<file path="src/rtl/hc_seq_pkg.sv">
// Shared helpers for the one-hot phase sequencer family: index width sizing
// and a generic one-hot decode used by the decoder sub-module.
package hc_seq_pkg;

  localparam int MAX_N = 256;

  // Width of a binary index able to address n states; never narrower than 1.
  function automatic int idx_width(input int n);
    return (n <= 2) ? 1 : $clog2(n);
  endfunction

  function automatic logic [MAX_N-1:0] onehot_decode(input logic [31:0] idx);
    logic [MAX_N-1:0] one;
    one = MAX_N'(1);
    return one << idx;
  endfunction

endpackage

</file>
<file path="src/rtl/hc_onehot_decode.sv">
// Binary index to N-wide one-hot decoder; feeds the sequencer's q register and
// is reusable by other phase logic.
module hc_onehot_decode
  import hc_seq_pkg::*;
#(
  parameter int N = 10,
  parameter int W = idx_width(N)
) (
  input  logic [W-1:0] idx,
  output logic [N-1:0] q
);

  logic [MAX_N-1:0] full;

  assign full = onehot_decode(32'(idx));
  assign q    = full[N-1:0];

  generate
    if (N < MAX_N) begin : g_spare
      // Bits above N are never reachable; fold them so they are not left dangling.
      logic unused_hi;
      assign unused_hi = ^full[MAX_N-1:N];
    end
  endgenerate

endmodule

</file>
<file path="src/rtl/hc_onehot_sequencer.sv">
// Parametrised one-hot phase sequencer: programmable wrap, up/down, load,
// half-sequence carry (_co) and cascade terminal count (tc).
module hc_onehot_sequencer
  import hc_seq_pkg::*;
#(
  parameter int N = 10,
  parameter int W = idx_width(N)
) (
  input  logic         clk,
  input  logic         mr,
  input  logic         _en,
  input  logic         dir,
  input  logic [W-1:0] last,
  input  logic         load,
  input  logic [W-1:0] load_val,
  output logic [N-1:0] q,
  output logic [W-1:0] idx,
  output logic         _co,
  output logic         tc
);

  localparam logic [W-1:0] LAST_MAX = W'(N - 1);

  logic [W-1:0] last_eff;
  logic [W-1:0] idx_nxt;
  logic [N-1:0] q_nxt;
  logic [W:0]   half;

  assign last_eff = (last > LAST_MAX) ? LAST_MAX : last;

  // Next-state priority: reset > load > count > hold. Out-of-range states
  // (after last is lowered) recover to 0 going up and to last_eff going down.
  always_comb begin
    idx_nxt = idx;
    if (mr) begin
      idx_nxt = '0;
    end else if (load) begin
      idx_nxt = (load_val > last_eff) ? '0 : load_val;
    end else if (!_en) begin
      if (!dir) begin
        idx_nxt = (idx >= last_eff) ? '0 : idx + W'(1);
      end else begin
        idx_nxt = ((idx == '0) || (idx > last_eff)) ? last_eff : idx - W'(1);
      end
    end
  end

  hc_onehot_decode #(
    .N (N),
    .W (W)
  ) u_decode (
    .idx (idx_nxt),
    .q   (q_nxt)
  );

  // q is registered from the decode of idx_nxt so it never lags idx.
  always_ff @(posedge clk) begin
    if (mr) begin
      idx <= '0;
      q   <= N'(1);
    end else begin
      idx <= idx_nxt;
      q   <= q_nxt;
    end
  end

  assign half = ({1'b0, last_eff} + (W+1)'(2)) >> 1;
  assign _co  = mr | ({1'b0, idx} < half);
  assign tc   = !mr && !_en && (dir ? (idx == '0) : (idx >= last_eff));

endmodule
</file>
<file path="config.mk">
export PLATFORM = sky130hd
export DESIGN_NAME = hc_onehot_sequencer
export DESIGN_NICKNAME = d
export VERILOG_FILES = /design/src/rtl/hc_seq_pkg.sv /design/src/rtl/hc_onehot_decode.sv /design/src/rtl/hc_onehot_sequencer.sv
export SDC_FILE = /design/constraint.sdc
export NUM_CORES = 1
export LEC_CHECK = 0
export ABC_AREA = 1
export BUFFER_PORTS_ARGS = -buffer_cell sky130_fd_sc_hd__buf_2
export CORE_UTILIZATION = 45
export CTS_BUF_LIST = sky130_fd_sc_hd__clkbuf_8
export DETAILED_ROUTE_END_ITERATION = 6
export PLACE_DENSITY_LB_ADDON = 0.2
export SYNTH_ARGS = -nofsm -noshare
export SYNTH_HDL_FRONTEND = slang
export SYNTH_SLANG_ARGS = --single-unit
</file>
<file path="constraint.sdc">
create_clock -name clk -period 3 [get_ports clk]
set_input_delay 0.15 -clock clk [delete_from_list [all_inputs] [get_ports clk]]
set_output_delay 0.15 -clock clk [all_outputs]
set_load 0.01 [all_outputs]
</file>
# Word-level counts from Yosys, hierarchy flattened
# Index checks and enable logic that the tools add are counted.
[word_totals] ff_bits=14 inputBits=13 out_inout_bits=16 elab_cells=27
[classes] addsub=3 order_cmp=5 shifts=1 muxes=9 n_bitwise=1 n_reduce_logical=6
[op_table] operator="$mux 4" count=8
[op_table] operator="$shl 1x4->10 const A" count=1
[op_table] operator="$gt 4x4->1" count=2
[op_table] operator="$add 4x2->5 const B" count=1
[op_table] operator="$add 4x1->4 const B" count=1
[op_table] operator="$ge 4x4->1" count=1
[op_table] operator="$gt 4x4->1 const B" count=1
[op_table] operator="$logic_not 4->1" count=1
[op_table] operator="$lt 4x4->1" count=1
[op_table] operator="$sub 4x1->4 const B" count=1
[op_table] operator="$logic_and 1x1->1" count=2
[op_table] operator="$logic_not 1->1" count=2
[op_table] operator="$logic_or 1x1->1" count=1
[op_table] operator="$mux 1" count=1
[op_table] operator="$or 1x1->1" count=1

# Logic depth before layout (Yosys ltp)
[depth] depth_word=10 ltp_mapped=19 ltp_nobuf=19

# By module
# A second synthesis with hierarchy kept.
[hier_totals] hier_cells=175 area_unflattened_um2=1142.3
[by_module_without_submodules] module="hc_onehot_sequencer" n_inst=1 cells_each=154 area_each_um2=1058.5 seq_area_each_um2=280.3
[by_module_without_submodules] module="hc_onehot_decode" n_inst=1 cells_each=21 area_each_um2=83.8 seq_area_each_um2=0.0

# Worst setup path before layout
# No wires, ideal clock.
[synth_path] path_type="input-to-reg" from="in last[2]" to="reg q[0]" setup_time_ns=0.115 t_arrival_ns=1.659 required_ns=2.885 slack_ns=1.226 stages=17 n_path_buf=0 path_cell_list="o21ai_0 nand2_1 ha_1 nand2_1 nand2_1 nand2_2 nand2_1 nand2_2 nand2_2 nand2_1 nand3_1 nand2_1 nand2_1 nand2_1 inv_2 nor2_1 nor2_1"
[synth_between] elab_chain_len=10 elab_cells_between_ends=14 classes_between="order compare (4); shift (1); mux (8); reduce/logical (1)"
[synth_rtl] element="start, declared" line_no="hc_onehot_sequencer.sv:13" source="input logic [W-1:0] last,"
[synth_rtl] element="$gt 4x4->1" line_no="hc_onehot_sequencer.sv:29" source="assign last_eff = (last > LAST_MAX) ? LAST_MAX : last;"
[synth_rtl] element="$mux 4 (*)" line_no="hc_onehot_sequencer.sv:29"
[synth_rtl] element="$gt 4x4->1" line_no="hc_onehot_sequencer.sv:43" source="idx_nxt = ((idx == '0) || (idx > last_eff)) ? last_eff : idx - W'(1);"
[synth_rtl] element="$logic_or 1x1->1" line_no="hc_onehot_sequencer.sv:43"
[synth_rtl] element="$mux 4" line_no="hc_onehot_sequencer.sv:43"
[synth_rtl] element="$mux 4" line_no="hc_onehot_sequencer.sv:40" source="if (!dir) begin"
[synth_rtl] element="$mux 4" line_no="hc_onehot_sequencer.sv:39" source="end else if (!_en) begin"
[synth_rtl] element="$mux 4 (*)" line_no="hc_onehot_sequencer.sv:37" source="end else if (load) begin"
[synth_rtl] element="$mux 4 (*)" line_no="hc_onehot_sequencer.sv:35" source="if (mr) begin"
[synth_rtl] element="$shl 1x4->10 (*)" line_no="hc_seq_pkg.sv:15" source="return one << idx;"
[synth_rtl] element="end signal, assigned" line_no="hc_onehot_sequencer.sv:63" source="q <= q_nxt;"
[synth_rtl] element="end, declared" line_no="hc_onehot_sequencer.sv:16" source="output logic [N-1:0] q,"
# Every way passes the cells marked *; elsewhere a longest branch is shown, timed or not.
# A chain may end at the register's enable or synchronous reset.

# Worst setup path in the final report
[layout_path] from="reg idx[2]" to="reg q[9]"
[layout_between] elab_chain_len=8 elab_cells_between_ends=13 classes_between="add/sub (2); order compare (2); shift (1); mux (6); reduce/logical (2)"
[layout_rtl] element="start, declared" line_no="hc_onehot_sequencer.sv:17" source="output logic [W-1:0] idx,"
[layout_rtl] element="start signal, assigned" line_no="hc_onehot_sequencer.sv:62" source="idx <= idx_nxt;"
[layout_rtl] element="$gt 4x4->1 / $logic_not 4->1 (equally long branches)" line_no="hc_onehot_sequencer.sv:43"
[layout_rtl] element="$logic_or 1x1->1" line_no="hc_onehot_sequencer.sv:43"
[layout_rtl] element="$mux 4" line_no="hc_onehot_sequencer.sv:43"
[layout_rtl] element="$mux 4" line_no="hc_onehot_sequencer.sv:40"
[layout_rtl] element="$mux 4 (*)" line_no="hc_onehot_sequencer.sv:39"
[layout_rtl] element="$mux 4 (*)" line_no="hc_onehot_sequencer.sv:37"
[layout_rtl] element="$mux 4 (*)" line_no="hc_onehot_sequencer.sv:35"
[layout_rtl] element="$shl 1x4->10 (*)" line_no="hc_seq_pkg.sv:15"
# Marked as above.

==> results_dict.tcl <==
set metrics [dict create \
    synth.area.mux_share_pct 0 \
    dr.pass1.iters 4 \
    finalCriticalPeriod_ps 1966 \
    antenna_found_initial 0 \
    synth-warning-count 0 \
    fp.dieW_um 49.61 \
    fin_worst_skew_ps 3.041 \
    numCtsBuffers 3 \
    synth_top_family_by_area "simple AND/OR/NAND/NOR gates" \
    grt_max_degree 10 \
    clock_latency_ps 240 \
    wl_per_cell_um 11.34 \
    antenna_cells 0 \
    port_buffers 28 \
    power_uw 575.8 \
    cp-end-kind "flop" \
    seq_area_frac_synth_pct 27.48 \
    busiest_layer "met2" \
    ys_types 21 \
    fmax_ghz 0.5087 \
    grt_pass1_vias 1018 \
    run_status "complete, no violations" \
    coreArea_um2 2042 \
    global_route.usage.met2_pct 39.86 \
    synthSimpleGateAreaFrac_pct 31.78 \
    layout_common_cells "nand2_1, buf_2, inv_1, nor2_1" \
    synth_compound_area_share_pct 10.43 \
    ys_seq_elements 14 \
    cts-hold-fix-buffers 0 \
    cts-root-buf "clkbuf_8" \
    post-route-period-util_pct 65.52 \
    powerDensity_nw_per_um2 463.9 \
    wirelength_um 2359 \
    cp_data_arrival_time_ps 2100 \
    maxCapViolCount 0 \
    dpl.hpwl_um 1937 \
    gp_congestion 0.9191 \
    syn_area_per_cell_um2 6.753 \
    final_common_cell "nand2_1" \
    area_delta_synth_final_pct 21.72 \
    rsz0062_at_grt "false" \
    startpoint_type "flop" \
    syn_inst 151 \
    grt_overflow 0 \
    vias 1051 \
    cts_setup_buffers 0 \
    drive_gt1_share_pct 24.86 \
    globalRouteMet1Util_pct 26.78 \
    num_rows 16 \
    cts_sinks 14 \
    cts_tree "yes" \
    ant_nets 0 \
    grt_use_total_pct 22.20 \
    drt_iter0_drc 35 \
    dieArea_um2 2461 \
    synth_nets 178 \
    die_height_um 49.61 \
    fin_tns_setup_ps 0 \
    synth_xor_area_share_pct 4.294 \
    irDropWorstVdd_v 0.0005002 \
    setup_viol 0 \
    route.detailed.drc 0 \
    grt_pass1_wl_um 4326 \
    synthAdderAreaFrac_pct 17.18 \
    crit_required_ps 3130 \
    crit_type "flop to flop" \
    slew_viol_final 0 \
    cts_repair_resize_count 0 \
    syn-cell-area_um2 1020 \
    fin_nets 209 \
    htree_levels 1 \
    path_clk_slew_ps 60 \
    p_leak_uw 0.0007055 \
    start_util_pct 49.94 \
    hold_path.class "input port to flop" \
    io_pins 29 \
    use_met3_pct 4.938 \
    clock_path_buffers 2 \
    critPathMaxFanout 7 \
    finalHoldViolCount 0 \
    vias_per_cell 5.053 \
]
## path summary, 6_finish.rpt
check / from / end / slack (ps) / cells past startpoint
hold / removal: mr / idx[3]$_SDFF_PP0_ / 180 / 2
setup / recovery: idx[2]$_SDFF_PP0_ / q[9]$_SDFF_PP0_ / 1030 / 15
hold reg to reg: idx[0]$_SDFF_PP0_ / idx[0]$_SDFF_PP0_ / 760 / 4
setup reg to reg: idx[2]$_SDFF_PP0_ / q[9]$_SDFF_PP0_ / 1030 / 15
## cell usage after synthesis
cell type  number  area share [%]
ha_1           14              17
clkbuf_1        2            0.74
inv_2           5             1.8
nand3_1        11             5.4
xor2_1          2             1.7
xnor2_1         3             2.6
o211ai_1        1            0.74
nand2_1        38              14
nand3_2         1            0.98
nor2_1         16             5.9
a211oi_1        1            0.74
a21oi_1        12             5.9
a21boi_0        1            0.74
o21ai_1         1            0.49
conb_1          1            0.37
o21ai_0         2            0.98
inv_1          16             5.9
dfxtp_1        14              27
a21oi_2         1            0.86
nand2_2         6             3.7
nand4_1         3             1.8
## metrics by stage
| stage | cell area (um^2) | setup WS (ps) | cells | hold WS (ps) | utilization (%) |
|---|---|---|---|---|---|
| after detailed placement | 1186 | 879.8 | 204 | 426.4 | 58.09 |
| after global routing | 1241 | 771.9 | 208 | 197.6 | 60.78 |
| after global placement | 1186 | 918.9 | 204 | 424.7 | 58.09 |
| final | 1241 | 1034 | 208 | 180.2 | 60.78 |
| after floorplan | 1020 | 1226 | 151 | 233.7 | - |
| after CTS | 1241 | 1041 | 208 | 170.3 | 60.78 |
## routing by layer
layer	share of wire (%)	routed length, um
met2	47	1109
met1	47	1100
met4	0.76	18
met5	0	0
met3	5.5	130
## where the power goes
group	internal (uW)	total [uW]	switching [uW]	leakage, uW
clock network	116	178	62.0	0.0000288
logic	72.8	189	116	0.000562
registers	198	208	10.9	0.000114
total	386	576	189	0.000706
## flip-flops by register name, summed over array words and instances (netlist names)
name	cells
idx	4
q	10
## kinds of logic after synthesis
| group | Yosys count |
|---|---|
| AO/OA/AOI/OAI | 19 |
| adder cells (fa/ha/maj) | 14 |
| AND/OR/NAND/NOR | 75 |
| other | 1 |
| flip-flops | 14 |
| XOR/XNOR | 5 |
| buffers and inverters | 23 |
## critical path, cell delays in order, from the launching register on
cell,delay [ps]
dfxtp_1,510
ha_1,290
nand2_1,80
inv_2,50
nand2_2,80
nand2_1,60
nand2_2,100
nand2_2,80
nand2_1,60
nand3_1,70
nand2_1,70
nand2_1,60
nand2_2,100
inv_2,60
nand2_1,100
nor2_1,60
## cell type report
| type | count | area, um^2 |
|---|---|---|
| Inverter | 21 | 78.83 |
| Timing Repair Buffer | 28 | 140.1 |
| Tap cell | 27 | 33.78 |
| Multi-Input combinational cell | 114 | 653.1 |
| Fill cell | 206 | 800.8 |
| Sequential cell | 14 | 280.3 |
| Clock buffer | 4 | 55.05 |
No activity file was read; power rests on OpenSTA's default activity.
